$ cat src/rtl/counter_timer_pkg.sv
// Shared constants and helpers for the counter/timer peripheral.
package counter_timer_pkg;

  // Config register bit positions
  localparam int CFG_EN      = 0;
  localparam int CFG_ONESHOT = 1;
  localparam int CFG_UP      = 2;
  localparam int CFG_CHAIN   = 3;
  localparam int CFG_IRQEN   = 4;
  localparam int CFG_BITS    = 5;

  // Register offsets inside the 3-word window
  localparam logic [7:0] OFF_CFG = 8'h00;
  localparam logic [7:0] OFF_VAL = 8'h04;
  localparam logic [7:0] OFF_DAT = 8'h08;

  // Merge a bus write into an existing word, one byte lane per strobe bit
  function automatic logic [31:0] wstrb_merge(input logic [31:0] old_word,
                                              input logic [31:0] new_word,
                                              input logic [3:0]  strb);
    logic [31:0] merged;
    merged = old_word;
    for (int b = 0; b < 4; b++) begin
      if (strb[b]) merged[b*8 +: 8] = new_word[b*8 +: 8];
    end
    return merged;
  endfunction

endpackage

$ cat src/rtl/counter_timer_core.sv
// Counting engine: holds the count value and enable bit, decides when a
// tick happens and whether it is a terminal count.
module counter_timer_core (
  input  logic        clk,
  input  logic        resetn,
  input  logic        mode_oneshot,
  input  logic        mode_up,
  input  logic        mode_chain,
  input  logic [31:0] data,
  input  logic        chain_in,
  input  logic        load,
  input  logic [31:0] load_value,
  input  logic        en_load,
  input  logic        en_load_value,
  output logic [31:0] value,
  output logic        enable,
  output logic        tc
);

  logic        tick;
  logic [31:0] value_next;
  logic        enable_next;

  // Tick/terminal-count decision and next value; bus loads win over counting
  always_comb begin
    // A config write that clears enable stops the tick in the same cycle
    tick        = enable & ~(en_load & ~en_load_value) & (mode_chain ? chain_in : 1'b1);
    tc          = tick & (mode_up ? (value == data) : (value == 32'd0));
    value_next  = value;
    enable_next = enable;
    if (tick) begin
      if (tc) begin
        if (mode_oneshot) enable_next = 1'b0;
        else              value_next  = mode_up ? 32'd0 : data;
      end else begin
        value_next = mode_up ? value + 32'd1 : value - 32'd1;
      end
    end
    if (load)    value_next  = load_value;
    if (en_load) enable_next = en_load_value;
  end

  // Count state register
  always_ff @(posedge clk or negedge resetn) begin
    if (!resetn) begin
      value  <= 32'd0;
      enable <= 1'b0;
    end else begin
      value  <= value_next;
      enable <= enable_next;
    end
  end

endmodule

$ cat src/rtl/counter_timer_chain.sv
// Programmable 32-bit counter/timer on the PicoRV32 iomem bus; two
// instances can be chained through chain_out -> chain_in for 64 bits.
module counter_timer_chain
  import counter_timer_pkg::*;
#(
  parameter logic [31:0] BASE_ADR = 32'h2000_0000,
  parameter logic [7:0]  CFG_OFF  = OFF_CFG,
  parameter logic [7:0]  VAL_OFF  = OFF_VAL,
  parameter logic [7:0]  DAT_OFF  = OFF_DAT
) (
  input  logic        clk,
  input  logic        resetn,
  input  logic        iomem_valid,
  output logic        iomem_ready,
  input  logic [3:0]  iomem_wstrb,
  input  logic [31:0] iomem_addr,
  input  logic [31:0] iomem_wdata,
  output logic [31:0] iomem_rdata,
  input  logic        chain_in,
  output logic        chain_out,
  output logic        irq_out
);

  logic [7:0]          offset;
  logic                hit_cfg;
  logic                hit_val;
  logic                hit_dat;
  logic                sel;
  logic                wr;
  logic                cfg_oneshot;
  logic                cfg_up;
  logic                cfg_chain;
  logic                cfg_irqen;
  logic [CFG_BITS-1:0] cfg_new;
  logic [31:0]         cfg_word;
  logic [31:0]         data;
  logic [31:0]         value;
  logic [31:0]         rd_word;
  logic [31:0]         load_value;
  logic                load;
  logic                en_load;
  logic                enable;
  logic                tc;

  // Address decode, read mux and write-merge values
  always_comb begin
    offset  = iomem_addr[7:0];
    hit_cfg = (offset == CFG_OFF);
    hit_val = (offset == VAL_OFF);
    hit_dat = (offset == DAT_OFF);
    // Masking with ready keeps a held request from being accepted twice
    sel     = iomem_valid & (iomem_addr[31:8] == BASE_ADR[31:8]) &
              (hit_cfg | hit_val | hit_dat) & ~iomem_ready;
    wr      = sel & (iomem_wstrb != 4'b0000);

    cfg_word              = 32'd0;
    cfg_word[CFG_EN]      = enable;
    cfg_word[CFG_ONESHOT] = cfg_oneshot;
    cfg_word[CFG_UP]      = cfg_up;
    cfg_word[CFG_CHAIN]   = cfg_chain;
    cfg_word[CFG_IRQEN]   = cfg_irqen;
    // All live config bits sit in byte lane 0
    cfg_new = iomem_wstrb[0] ? iomem_wdata[CFG_BITS-1:0] : cfg_word[CFG_BITS-1:0];

    if (hit_cfg)      rd_word = cfg_word;
    else if (hit_val) rd_word = value;
    else              rd_word = data;

    load       = wr & hit_val;
    load_value = wstrb_merge(value, iomem_wdata, iomem_wstrb);
    en_load    = wr & hit_cfg;
  end

  // Bus acknowledge: one-cycle ready with read data captured at selection
  always_ff @(posedge clk or negedge resetn) begin
    if (!resetn) begin
      iomem_ready <= 1'b0;
      iomem_rdata <= 32'd0;
    end else begin
      iomem_ready <= sel;
      iomem_rdata <= sel ? rd_word : 32'd0;
    end
  end

  // Mode bits and reload/limit register
  always_ff @(posedge clk or negedge resetn) begin
    if (!resetn) begin
      cfg_oneshot <= 1'b0;
      cfg_up      <= 1'b0;
      cfg_chain   <= 1'b0;
      cfg_irqen   <= 1'b0;
      data        <= 32'd0;
    end else begin
      if (en_load) begin
        cfg_oneshot <= cfg_new[CFG_ONESHOT];
        cfg_up      <= cfg_new[CFG_UP];
        cfg_chain   <= cfg_new[CFG_CHAIN];
        cfg_irqen   <= cfg_new[CFG_IRQEN];
      end
      if (wr && hit_dat) data <= wstrb_merge(data, iomem_wdata, iomem_wstrb);
    end
  end

  // Terminal-count event pulses, one cycle after the TC tick
  always_ff @(posedge clk or negedge resetn) begin
    if (!resetn) begin
      chain_out <= 1'b0;
      irq_out   <= 1'b0;
    end else begin
      chain_out <= tc;
      irq_out   <= tc & cfg_irqen;
    end
  end

  counter_timer_core u_core (
    .clk           (clk),
    .resetn        (resetn),
    .mode_oneshot  (cfg_oneshot),
    .mode_up       (cfg_up),
    .mode_chain    (cfg_chain),
    .data          (data),
    .chain_in      (chain_in),
    .load          (load),
    .load_value    (load_value),
    .en_load       (en_load),
    .en_load_value (cfg_new[CFG_EN]),
    .value         (value),
    .enable        (enable),
    .tc            (tc)
  );

endmodule

$ cat config.mk
export PLATFORM = sky130hd
export DESIGN_NAME = counter_timer_chain
export DESIGN_NICKNAME = d
export VERILOG_FILES = /design/src/rtl/counter_timer_pkg.sv /design/src/rtl/counter_timer_core.sv /design/src/rtl/counter_timer_chain.sv
export SDC_FILE = /design/constraint.sdc
export NUM_CORES = 1
export LEC_CHECK = 0
export ABC_AREA = 0
export CAP_MARGIN = 20
export CORE_MARGIN = 5
export CORE_UTILIZATION = 45
export DETAILED_ROUTE_END_ITERATION = 8
export HOLD_SLACK_MARGIN = 0.06
export PLACE_DENSITY = 0.73
export SYNTH_ARGS = -nofsm -noshare
export SYNTH_HDL_FRONTEND = slang
export SYNTH_SLANG_ARGS = --single-unit
$ cat constraint.sdc
create_clock -name clk -period 4.5 [get_ports clk]
set_clock_uncertainty 0.2 [all_clocks]
set_input_delay 1.125 -clock clk [delete_from_list [all_inputs] [get_ports clk]]
set_output_delay 1.125 -clock clk [all_outputs]
set_load 0.01 [all_outputs]
# --- Word level (Yosys, flattened, before mapping) ---
# Cells that the tools add are included.
totals:
  register_bits: 104
  out_inout_bits: 35
classes:
  add_sub_neg: 2
  n_eq_ne: 9
  mux: 20
  bitwise: 16
  n_reduce_logical: 18
op_table:
  columns: ["cell", "count"]
  rows:
  - ["$mux W32", 9]
  - ["$add A32 B1 Y32 const B", 1]
  - ["$eq A32 B32 Y1", 1]
  - ["$logic_not A32 Y1", 1]
  - ["$mux W8", 4]
  - ["$sub A32 B1 Y32 const B", 1]
  - ["$eq A24 B22 Y1 const B", 1]
  - ["$reduce_and A3 Y1", 5]
  - ["$and A1 B1 Y1", 11]
  - ["$reduce_and A2 Y1", 5]
  - ["$eq A8 B3 Y1 const B", 1]
  - ["$eq A8 B4 Y1 const B", 1]
  - ["$logic_not A8 Y1", 1]
  - ["$ne A2 B2 Y1 const B", 4]
  - ["$reduce_bool A2 Y1", 4]
  - ["$mux W1", 7]
  - ["$reduce_bool A4 Y1", 1]
  - ["$ne A3 B3 Y1 const B", 1]
  - ["$not A1 Y1", 3]
  - ["$or A1 B1 Y1", 2]
  - ["$logic_and A1 B1 Y1", 1]

# --- Longest topological paths before layout ---
logic_depth:
  depth_word: 15
  ltp_mapped: 13
  ltp_nobuf: 12

# --- Cells and area by module ---
# From an unflattened synthesis, not the netlist that was laid out.
unflattened:
  cells_unflattened: 744
  hier_area_um2: 7099.3
modules_own_cells:
  columns: ["mod", "instances", "cells_per_inst", "area_per_inst_um2"]
  rows:
  - ["counter_timer_core", 1, 479, 3813.7]
  - ["counter_timer_chain", 1, 265, 3285.7]

# --- Worst setup path before layout ---
# Ideal clock, no wire load.
synth_path:
  path_type: "register to register"
  startpoint: "reg cfg_up"
  endpoint: "reg u_core.value[30]"
  setup_time_ns: 0.120
  arrival_ns: 3.952
  t_required_ns: 4.180
  setup_slack_ns: 0.228
  path_stages_with_launch: 14
  synth_period_minus_slack_ns: 4.272
  cell_sequence: "dfrtp_1 -> inv_1 -> clkbuf_1 -> ha_1 -> a211o_1 -> a31o_2 -> nand2_1 -> o2111ai_1 -> a211oi_1 -> a21oi_1 -> and2_1 -> o21a_1 -> xor2_1 -> a31o_2"
synth_via:
  elab_chain_len: 5
synth_lines:
  columns: ["element", "line_no", "rtl"]
  rows:
  - ["from (decl)", "counter_timer_chain.sv:31", "logic cfg_up;"]
  - ["from (signal assigned)", "counter_timer_chain.sv:96", "cfg_up <= cfg_new[CFG_UP];"]
  - ["$mux W32 or $mux W1 (tied branches)", "counter_timer_core.sv:34, counter_timer_core.sv:28", null]
  - ["$mux W32 or $and A1 B1 Y1 (tied branches)", "counter_timer_core.sv:33, counter_timer_core.sv:28", null]
  - ["$mux W32", "counter_timer_core.sv:32", "if (tc) begin"]
  - ["$mux W32", "counter_timer_core.sv:31", "if (tick) begin"]
  - ["$mux W32", "counter_timer_core.sv:39", "if (load) value_next = load_value;"]
  - ["to (signal assigned)", "counter_timer_core.sv:49", "value <= value_next;"]
  - ["to (decl)", "counter_timer_core.sv:15", "output logic [31:0] value,"]
# Parallel ways exist; a longest one is shown, timed or not. The select of a mux whose other input is x is not followed.
# A chain may end at the register's enable or synchronous reset.

# --- Worst setup path in the final report ---
layout_path:
  startpoint: "reg cfg_up"
  endpoint: "reg u_core.value[26]"
# The elaborated chain is that of the path after synthesis.

==> results.md <==
* Via count at 6008
* CTS tree: done
* Most frequent cell after synthesis: nand2_1
* Multi-input logic area at 3970 sq um
* Top cell type by total area after synthesis: dfrtp_1
* First-pass GRT wire length at 32.2 mm
* # setup viols final at 0
* Die Height at 132 um
* Pre-CTS setup slack at 0.363 ns
* FFs w/ async S/R, synth at 1.00
* Post-CTS Repair Setup Buffers at 0
* Internal power at 1.46 mW
* Final Hold Fails at 0
* Post-synth top cells: 113 x nand2_1, 104 x dfrtp_1, 76 x a21oi_1
* Sw Ratio at 0.207
* Num CTS Buffers at 9
* Post-CTS Hold Buffers at 0
* Slew HR at 0.549
* Family with the most delay on the worst path: compound AO/OA/AOI/OAI gates
* Final setup TNS at 0 ns
* Outcome: finished clean
* Critical path cell sequence: clkinvlp_4 > buf_4 > ha_1 > a211o_1 > a31o_2 > nand2_1 > o2111ai_1 > a211oi_1 > a21oi_1 > and2_1 > nor4b_1 > o21ai_0 > a211oi_1
* Fill count at 1331
* Final Util at 0.573
* Starting Density at 0.461
* Register clock-pin slew on the reported worst setup and hold paths at 0.07 ns
* Synth warn at 0
* Worst setup EP type: flip-flop
* RSZ-0062 raised after global routing: no
* Metal-1 WL at 9.01 mm
* Vias per cell at 5.76
* Drt total wl at 19.3 mm
* Yosys cell types at 62
* Remaining Overflow, GRT at 0
* CP Class: reg2reg
* WL/cell at 18.5 um
* Final Power at 1.84 mW
* Setup crit start kind: flip-flop
* Worst Hold Class: reg2reg
* Most used cell, CP: a211oi_1
* Hold slack final at 0.326 ns
* Register cell area after layout at 2600 sq um
* CTS max path bufs at 2
* Setup slack after layout at 0.422 ns
* Clock Latency Late Sink at 0.36 ns
* Synth Area in Adders at 0.0586
* WL met2 at 8.56 mm
* Leak pwr at 3.84 nW
* Final nets at 957
* Compound-Gate Fraction of Synth Area at 0.209
* Clock root buffer: clkbuf_16
* # resized after CTS at 0
* Mapped Avg Cell Area at 9.07 sq um
* Max Clock Freq at 245 MHz
* Post-synth EDFFs at 0
* Cells after DPL at 1027
* Largest net degree at the start of global routing at 60
* Post-route ant nets at 0
* Synth top area cells: dfrtp_1 39%, mux2_2 6.3%, nand2_1 6.3%
* # port buffers at 106
* Worst Path Buf+Inv at 2
* Period utilization at 0.906
* Finished Layout Cells at 1043
* Placement Rows at 44
* CP required at 4.57 ns
* # Max-Cap Violations at 0
* Core ar. at 14600 sq um
* Hpwl dp at 14.3 mm
* Net switching power at 0.381 mW
* Top-area cell type share of the netlist area at 0.386
* Synthesized area at 6750 sq um
* Reg power frac at 0.508
* Post-synthesis simple-gate area fraction at 0.170
* I/O pin total at 107
* Critical Path AT at 4.14 ns
* Share of cells above drive strength 1 at 0.108
* H-tree levels at 3
* Initial DRC count at 623
* Area share of xor/xnor cells in the synthesized design at 0.0779
* Fin area at 8380 sq um
* Highest routed layer: met4
* Overall routing resource usage at 0.226
* Placed Area at 8080 sq um
* RePlAce Congestion at 0.954
* Multiplexer area fraction after synthesis at 0.0723
* Register area share after synthesis at 0.386
* Min Tclk post-route at 4.08 ns
* Power per cell area at 219 nW/um^2
* Crit-path max cell delay at 0.45 ns
* Mapped Cells at 744
* Seq cells post-synth at 104
* Synth-to-Final Area Change at 24.3%
* Slew @ Worst Pin at 0.676 ns
* Die ar. at 17500 sq um
* 1st-pass router iterations at 5
* Worst path slowest cell: clkinvlp_4
* Antenna violations before repair at 0
* Clock power share at 0.437
* N_diodes at 0
* Sinks on Clock Net at 104
* Vias in the first global route at 6065
* Comb pwr share at 0.055
* CP Max Fanout at 22
* Largest family of logic cells by synthesized area: compound AO/OA/AOI/OAI gates
* Final Max Slew Viols at 0
* Ys flop type: dfrtp_1
* Peak supply drop at 0.186 mV
* Met3 routed wirelength at 1.35 mm
* Die width at 132 um
* Number of remaining DRC errors at 0
* Syn_nets at 847
-- cell usage in the layout, fill, tap and decap left out, types with 3 or more instances in the layout --
| master | n |
|---|---|
| and2_1 | 4 |
| nor4_1 | 14 |
| a31oi_1 | 8 |
| a211oi_1 | 19 |
| o211ai_1 | 8 |
| xor2_1 | 16 |
| nor3_1 | 5 |
| nand2_1 | 113 |
| a22oi_1 | 5 |
| a21boi_0 | 3 |
| a211o_1 | 4 |
| inv_1 | 9 |
| a21o_1 | 22 |
| o21a_1 | 3 |
| ha_1 | 30 |
| nor3b_1 | 6 |
| mux2_2 | 38 |
| dfrtp_1 | 104 |
| nor2_1 | 40 |
| a21oi_1 | 76 |
| and3_1 | 5 |
| a31o_2 | 3 |
| clkdlybuf4s50_1 | 105 |
| o21ai_0 | 42 |
| mux2i_1 | 6 |
| a21oi_2 | 3 |
| clkbuf_1 | 3 |
| buf_4 | 22 |
| a311oi_1 | 3 |
| o31ai_1 | 3 |
| nand4_1 | 12 |
| clkbuf_16 | 9 |
| nand3_1 | 31 |
| xnor2_1 | 44 |
-- worst paths after layout --
| path | depth (start not counted) | to | slack (ns) | from |
|---|---|---|---|---|
| max | 13 | u_core.value[26] | 0.42 | cfg_up |
| min | 1 | irq_out | 0.33 | cfg_irqen |
| max reg2reg | 13 | u_core.value[26] | 0.42 | cfg_up |
| min reg2reg | 1 | irq_out | 0.33 | cfg_irqen |
| max in group asynchronous | 2 | iomem_rdata[4] | 2.80 | resetn |
| min in group asynchronous | 1 | data[18] | 0.57 | resetn |
-- metal layers --
metal  track usage  vias up
met4        0.0745        0
li1              -     2942
met2         0.348      205
met1         0.314     2833
met3        0.0532       28
met5             0        -
-- flip-flops by register name (all words and copies together), names as in the netlist --
name / flops
data: 32
iomem_rdata: 32
iomem_ready: 1
cfg_up: 1
chain_out: 1
u_core.value: 32
cfg_chain: 1
cfg_irqen: 1
cfg_oneshot: 1
irq_out: 1
u_core.enable: 1
-- final cells by class --
type	count	area share
Clock inverter	2	0.00448
Sequential cell	104	0.310
Timing Repair Buffer	128	0.147
Tap cell	184	0.0275
Clock buffer	14	0.0315
Multi-Input combinational cell	601	0.474
Inverter	10	0.00492
-- cell families (layout without fill, tap and decap cells) --
group | Yosys count | count (layout)
simple gates | 246 | 246
compound gates | 220 | 220
flops | 104 | 104
xor+xnor | 60 | 60
mux | 44 | 44
buf+inv | 39 | 154
fa+ha+maj | 31 | 31
-- power groups by stage --
| stage | Sequential [mW] | Clock, mW | Combinational, mW |
|---|---|---|---|
| floorplan | 0.953 | 0 | 0.00840 |
| global placement | 0.952 | 0 | 0.102 |
| detailed placement | 0.952 | 0 | 0.102 |
| CTS | 0.934 | 0.821 | 0.103 |
| global route | 0.934 | 0.854 | 0.111 |
| finish | 0.934 | 0.803 | 0.101 |
(Power assumes the default switching activity.)
